==> config.mk <==
export PLATFORM = sky130hd
export DESIGN_NAME = decoder_strobe
export DESIGN_NICKNAME = d
export VERILOG_FILES = /design/src/rtl/decoder_strobe.sv
export SDC_FILE = /design/constraint.sdc
export NUM_CORES = 1
export LEC_CHECK = 0
export BUFFER_PORTS_ARGS = -buffer_cell sky130_fd_sc_hd__buf_4
export CELL_PAD_IN_SITES_DETAIL_PLACEMENT = 1
export CELL_PAD_IN_SITES_GLOBAL_PLACEMENT = 1
export CORE_MARGIN = 5
export CORE_UTILIZATION = 40
export CTS_CLUSTER_SIZE = 40
export DETAILED_ROUTE_END_ITERATION = 8
export HOLD_SLACK_MARGIN = 0.08
export PLACE_DENSITY_LB_ADDON = 0.1
export SLEW_MARGIN = 5
export SYNTH_ARGS = -nofsm -noshare
export SYNTH_HDL_FRONTEND = slang
export SYNTH_SLANG_ARGS = --single-unit
==> constraint.sdc <==
create_clock -name clk -period 2.9 [get_ports clk]
set_input_delay 0.435 -clock clk [delete_from_list [all_inputs] [get_ports clk]]
set_output_delay 0.435 -clock clk [all_outputs]
set_load 0.05 [all_outputs]
==> src/rtl/decoder_strobe.sv <==
// Registered binary-to-one-hot decoder with valid/ready input, level or
// fixed-length pulse output, and a one-cycle flag for out-of-range codes.
module decoder_strobe #(
  parameter int IN_WIDTH    = 4,
  parameter int NUM_OUTPUTS = 16,
  parameter int PULSE_LEN   = 1
) (
  input  logic                   clk,
  input  logic                   rst_n,
  input  logic                   enable,
  input  logic                   mode,
  input  logic                   in_valid,
  output logic                   in_ready,
  input  logic [IN_WIDTH-1:0]    binary_in,
  output logic [NUM_OUTPUTS-1:0] decoder_out,
  output logic                   busy,
  output logic                   code_err
);

  localparam int CW = $clog2(PULSE_LEN + 1);

  localparam logic [1:0] S_IDLE  = 2'd0;
  localparam logic [1:0] S_HOLD  = 2'd1;
  localparam logic [1:0] S_PULSE = 2'd2;

  logic [1:0]             state_q, state_d;
  logic [CW-1:0]          cnt_q, cnt_d;
  logic [NUM_OUTPUTS-1:0] out_q, out_d;
  logic                   err_q, err_d;
  logic [NUM_OUTPUTS-1:0] onehot;
  logic                   accept, in_range;

  for (genvar i = 0; i < NUM_OUTPUTS; i++) begin : g_lane
    assign onehot[i] = (binary_in == IN_WIDTH'(i));
  end

  // Last pulse cycle may accept, giving gapless back-to-back strobes.
  assign in_ready = enable & ((state_q != S_PULSE) | (cnt_q == CW'(1)));
  assign accept   = enable & in_valid & in_ready;
  assign in_range = (32'(binary_in) < NUM_OUTPUTS);

  always_comb begin
    state_d = state_q;
    cnt_d   = cnt_q;
    out_d   = out_q;
    err_d   = 1'b0;
    if (!enable) begin
      state_d = S_IDLE;
      cnt_d   = '0;
      out_d   = '0;
    end else if (accept) begin
      if (in_range) begin
        out_d = onehot;
        if (mode) begin
          state_d = S_PULSE;
          cnt_d   = CW'(PULSE_LEN);
        end else begin
          state_d = S_HOLD;
          cnt_d   = '0;
        end
      end else begin
        state_d = S_IDLE;
        cnt_d   = '0;
        out_d   = '0;
        err_d   = 1'b1;
      end
    end else if (state_q == S_PULSE) begin
      if (cnt_q == CW'(1)) begin
        state_d = S_IDLE;
        cnt_d   = '0;
        out_d   = '0;
      end else begin
        cnt_d = cnt_q - CW'(1);
      end
    end
  end

  always_ff @(posedge clk or negedge rst_n) begin
    if (!rst_n) begin
      state_q <= S_IDLE;
      cnt_q   <= '0;
      out_q   <= '0;
      err_q   <= 1'b0;
    end else begin
      state_q <= state_d;
      cnt_q   <= cnt_d;
      out_q   <= out_d;
      err_q   <= err_d;
    end
  end

  assign decoder_out = out_q;
  assign busy        = (state_q == S_PULSE);
  assign code_err    = err_q;

endmodule

==> metrics.txt, run 1 <==
cts repair resizes=0; CP arrival=1430 ps; Vias=roughly 650; Reg-to-Reg Start=state_q[0]; max-cap viol count=0; Clock Power Share=0.274; peak supply drop=0.270 mV; Synth Net Count=75; depth of the worst hold-timing path=2; Pwr Total=~500 uW; core area=approximately 0.002 sq mm; Fin Clk Skew=6.30 ps; top cell type by total area after synthesis=dfrtp_1; Switching Fraction=0.296; Avg Cell Area, Syn=12.9 sq um; synthesized flop and latch total=19; PwrDens=454 mW/mm^2; Hold Buf Count CTS=1; Initial Utilization=0.426; final hold vios=0; slowest CP cell=dfrtp_1; R2R depth=3; layout cells sized above 1=0.463; # H-tree levels=1; Antenna Nets Post-Route=0; Worst setup SP type=register; TritonCTS buffer count=3; fin nets=approximately 110; RSZ-0062 raised after global routing=false; CP Data Required Time=2470 ps; DRC=0; commonest non-fill, non-tap cells in the layout=buf_4, dfrtp_1, a22o_1, a22o_2, nand2_1; Worst Hold End=cnt_q; leading cell type in the layout, fill and taps excluded=buf_4; cells along the critical path=nor3b_4 -> nor2b_1 -> buf_4; initial DRC count=12; drt first pass iters=4; Worst Hold Class=primary input to register; Vias/cell=5.34; die height=56.2 microns; routability cong.=0.829; GRT Overall Usage=0.145; CTS sink cnt=19; status=complete, no violations; CTS tree=built; Post-synth EDFFs=0; initial antenna violation count=0; IO Pins=28; Final period util=0.643; commonest register cell after synthesis=dfrtp_1; first-pass GRT wire length=around 3500 microns; Skew-Pair Late Insertion Delay=300 ps; Final WS setup=1030 ps; port bufs=26; Layout fillers=228; critical path type=register to output port; Final TNS setup=0 ps; internal power=352 uW; Leak Pwr=0.544 nW; fin crit period=between 1500 and 2000 ps; ANT cells=0; Synth area leaders=dfrtp_1, a22o_2, a22o_1; Layout area overhead=29.0%; Hold Crit Start=enable; Logic pwr share=0.170; slowest cell delay on critical path=~470 ps; worst r2r dst=decoder_out[9]; CP Max Fanout=6; fraction of registers with async set/reset=1.00; num rows=16; Place WS=roughly 1400 ps; Sw Pwr=148 uW; setup bufs post-CTS=0; DP HPWL=1550 microns; GR Overflow Total=0; Clk pin slew, worst setup/hold paths=110 ps; sequential element share of the synthesized area=0.557; post-synthesis instance total=66; Final Util=0.550; post-synthesis cell type count=23; largest net degree at the start of global routing=20; Fmax=536 MHz; Syn Std Cell Area=853 sq um; Synth top area share=0.557; power share of the sequential group=0.556; Setup crit end kind=output port; final setup vio count=0; DIE WIDTH=56.2 microns; vias in the first global route=between 700 and 800; die area=roughly 0.0032 sq mm; Synth Warn #=0; detailed-route wire length per cell=approximately 17 microns; Max clock buf depth=2; final wirelength=2080 microns; reg2reg setup slack=about 1500 ps; Final Max Tran Viols=0; clk root buf=clkbuf_4
-- sequential cells by signal, indices dropped and copies added, names as in the netlist --
| signal | cells |
|---|---|
| decoder_out | 16 |
| state_q | 2 |
| cnt_q | 1 |
-- metrics by stage --
step | area (sq um) | hold WS, ps | cells
after floorplan | 853 | 139 | 66
after global placement | 1060 | 326 | 117
after detailed placement | 1060 | 326 | 117
after CTS | 1100 | 399 | 122
after global routing | 1100 | 398 | 122
final | 1100 | 400 | 122
-- power groups by stage --
stage,clock network (mW),registers [mW],logic (mW)
detailed placement,0,0.283,0.0851
global placement,0,0.282,0.0839
floorplan,0,0.294,0.0421
global route,0.153,0.279,0.0923
finish,0.137,0.278,0.0849
CTS,0.140,0.278,0.0866
-- worst max-delay path, delay by kind of cell (launching register included) --
family / cells / cell delay [ps]
DFF: 1 / 470
and+or+nand+nor: 2 / 460
buffers and inverters: 1 / 200
-- metal layers --
layer / routed length, microns / global-route usage / vias to the layer above / share of wire
li1: - / - / 302 / -
met1: 956 / 0.183 / 326 / 0.46
met2: 991 / 0.239 / 20 / 0.48
met3: 109 / 0.0441 / 4 / 0.052
met4: 23 / 0.0407 / 0 / 0.011
met5: 0 / 0 / - / 0
-- how the worst max path moves through the flow --
stage               slack (ps)        to  startpoint  depth (start not counted)
floorplan                 1180  in_ready  state_q[1]                          2
detailed placement        1370  in_ready  state_q[0]                          3
finish                    1030  in_ready  state_q[0]                          3
global route               940  in_ready  state_q[0]                          3
global placement          1390  in_ready  state_q[0]                          3
CTS                       1020  in_ready  state_q[0]                          3
-- cell usage after synthesis (2+ instances only) --
cell type,n
nand2_1,5
a32o_1,3
nand2b_1,4
nor3_2,4
nor2_1,2
dfrtp_1,19
nor2b_1,3
a22o_2,6
a22o_1,6
-- final cells by class --
class / count / area (sq um) / area share
sequential: 19 / 475 / 0.432
clock inverter: 1 / 5.00 / 0.00455
inverter: 1 / 3.75 / 0.00341
tap: 27 / 33.8 / 0.0307
timing repair buffer: 27 / 205 / 0.186
clock buffer: 3 / 22.5 / 0.0205
multi-input combinational: 44 / 355 / 0.323
-- cells by family after synthesis --
kind of cell	count (synthesis)	share of synthesized area
compound gates	21	0.230
buf+inv	3	0.0264
flops	19	0.557
mux	1	0.0117
other cells	1	0.00439
simple gates	21	0.170
Note: power is estimated with default switching activity, not from simulation.
==> inputs of run 2 (changes only) <==
--- a/config.mk
+++ b/config.mk
@@ -5,11 +5,12 @@
 export SDC_FILE = /design/constraint.sdc
 export NUM_CORES = 1
 export LEC_CHECK = 0
+export ABC_AREA = 1
 export BUFFER_PORTS_ARGS = -buffer_cell sky130_fd_sc_hd__buf_4
 export CELL_PAD_IN_SITES_DETAIL_PLACEMENT = 1
 export CELL_PAD_IN_SITES_GLOBAL_PLACEMENT = 1
 export CORE_MARGIN = 5
-export CORE_UTILIZATION = 40
+export CORE_UTILIZATION = 31
 export CTS_CLUSTER_SIZE = 40
 export DETAILED_ROUTE_END_ITERATION = 8
 export HOLD_SLACK_MARGIN = 0.08
==> constraint.sdc (replaced) <==
create_clock -name clk -period 1.7 [get_ports clk]
set_input_delay 0.255 -clock clk [delete_from_list [all_inputs] [get_ports clk]]
set_output_delay 0.255 -clock clk [all_outputs]
set_load 0.05 [all_outputs]
==> run 2 against run 1 <==
Non-clock buffer count up 1. Critical path type unchanged. Count of clock-buffer cells in the layout is the same. Utilization is 13 points lower. Design area rose by 5.6%. Synthesized area is 7.0% higher. Sequential share of layout area down 2.3 points.
==> metrics.txt, run 2 <==
layout cells sized above 1=0.230 (-0.233); sequential element share of the synthesized area=0.521 (-0.0366); DIE WIDTH=64.3 microns (+14%); dominant cell by count in the synthesized netlist=nand2_1; Setup crit end kind=output port; GRT Overall Usage=0.124 (-0.0211); Worst setup SP type=register; CP Data Required Time=1440 ps (-1030 ps); peak supply drop=0.462 mV (+71%); TritonCTS buffer count=3 (unchanged); synthesized flop and latch total=19 (unchanged); CTS sink cnt=19 (unchanged); leading cell type in the layout, fill and taps excluded=nand2_1; Max clock buf depth=2 (unchanged); final hold vios=0 (unchanged); Worst Hold Class=primary input to register; Synth top cells by count=nand2_1, dfrtp_1, nor2_1; CP Max Fanout=3 (-3); Synth top area share=0.521 (-0.0366); Post-synth EDFFs=0 (unchanged); num rows=19 (+3); commonest register cell after synthesis=dfrtp_1; fraction of registers with async set/reset=1.00 (unchanged); Register Area=475 sq um (unchanged); RSZ-0062 raised after global routing=false; Vias/cell=4.62 (-14%); drt first pass iters=4 (unchanged); Clk pin slew, worst setup/hold paths=110 ps (about the same); Antenna Nets Post-Route=0 (unchanged); Skew-Pair Late Insertion Delay=300 ps (about the same); final setup vio count=0 (unchanged); reg2reg setup slack=470 ps (-1050 ps); fin nets=162 (+54%); CTS tree=built; max-cap viol count=0 (unchanged); PwrDens=737 mW/mm^2 (+62%); largest net degree at the start of global routing=20 (unchanged); DP HPWL=1790 microns (+16%); Largest register FFs=16 (unchanged); post-synthesis cell type count=15 (-35%); Final Max Tran Viols=0 (unchanged); Vias=845 (+30%); core area=0.00278 sq mm (+39%); Final Util=0.418 (-0.132); top cell type by total area after synthesis=dfrtp_1; Syn Std Cell Area=913 sq um (+7.0%); final wirelength=2260 microns (+8.5%); Fmax=645 MHz; die area=0.00413 sq mm (+31%); Initial Utilization=0.328 (-0.0979); area taken by multi-input logic gates=367 sq um (+3.2%); Final period util=0.913; initial antenna violation count=0 (unchanged); commonest non-fill, non-tap cells in the layout=nand2_1, buf_4, dfrtp_1, nor2_1, inv_1; routability cong.=0.784 (-5.5%); first-pass GRT wire length=4160 microns (+18%); initial DRC count=31 (+19); Synth area leaders=dfrtp_1, nand2_1, nor2_1; Layout area overhead=27.3%; port bufs=26 (unchanged); ANT cells=0 (unchanged); status=complete, no violations; clk root buf=clkbuf_4; Synth Warn #=0 (unchanged); GR Overflow Total=0 (unchanged); IO Pins=28 (unchanged); setup bufs post-CTS=0 (unchanged); fin crit period=1550 ps; CP arrival=1300 ps (-130 ps); Leak Pwr=0.695 nW (+28%); Fin Clk Skew=2.11 ps (-4.19 ps); Avg Cell Area, Syn=7.43 sq um (-43%); post-synthesis instance total=123 (+86%); die height=64.3 microns (+14%); detailed-route wire length per cell=12.3 microns (-28%); critical path type=register to output port; # H-tree levels=1 (unchanged); Layout fillers=361 (+58%); Final TNS setup=0 ps (unchanged); Synth Net Count=132 (+76%); DRC=0 (unchanged); vias in the first global route=921 (+25%)
[run 2: changes by cell type after synthesis, sizes merged, moves of 3 or more]
cell and delta:
nand2 +59, nor2 +15, a22o -12, inv +10
a32o -4, nand2b -4, nor2b -4, nor3 -4
nand3 +3
[run 2: per-layer routing]
layer / vias to the layer above / GRT usage / part of all wire
li1: 423 / - / -
met1: 397 / 0.148 / 0.44
met2: 20 / 0.220 / 0.50
met3: 5 / 0.0263 / 0.047
met4: 0 / 0.0382 / 0.016
met5: - / 0 / 0
[run 2: worst paths after layout]
| kind | from | to | depth (start not counted) |
|---|---|---|---|
| setup / recovery | cnt_q | in_ready | 5 |
| max in group asynchronous | rst_n | decoder_out[12] | 2 |
| hold / removal | mode | state_q[1] | 3 |
| min in group asynchronous | rst_n | decoder_out[5] | 2 |
| hold reg to reg | decoder_out[0] | decoder_out[0] | 2 |
| setup reg to reg | cnt_q | decoder_out[4] | 6 |
[run 2: logic make-up after synthesis]
family / synth area share
compound gates: 0.0205
simple gates: 0.377
other cells: 0.00411
buf+inv: 0.0781
flops: 0.521
[run 2: repair_timing]
action                                 CTS  global route
resized for setup                        0             0
hold buffers                             1             0
endpoints found under the hold margin   19             0
[run 2: critical path, cell delays in order (launching register included)]
cell     delay (ps)
dfrtp_1         410
inv_1            80
nand3_2         100
nand2_1         160
inv_1            70
buf_4           190
[run 2: area by class of cell]
class | instances | share of cell area
Inverter | 11 | 0.0355
Timing Repair Buffer | 28 | 0.183
Multi-Input combinational cell | 90 | 0.315
Sequential cell | 19 | 0.409
Tap cell | 31 | 0.0334
Clock inverter | 1 | 0.00431
Clock buffer | 3 | 0.0194
[run 2: through the flow]
stage | hold slack, ps | std cells | setup slack [ps] | power (mW) | cell area, sq um
after floorplan | -40.6 | 123 | 554 | 0.581 | 913
after global placement | 145 | 178 | 536 | 0.634 | 1120
after detailed placement | 144 | 178 | 474 | 0.638 | 1120
after CTS | 173 | 183 | 124 | 0.872 | 1160
after global routing | 184 | 183 | 64.9 | 0.910 | 1160
final | 175 | 183 | 149 | 0.857 | 1160
[run 2: where the power goes]
part	internal, mW	total, mW	switching (mW)
Combinational	0.0459	0.158	0.112
Sequential	0.463	0.470	0.00702
Clock	0.0877	0.230	0.142
Total	0.597	0.857	0.261
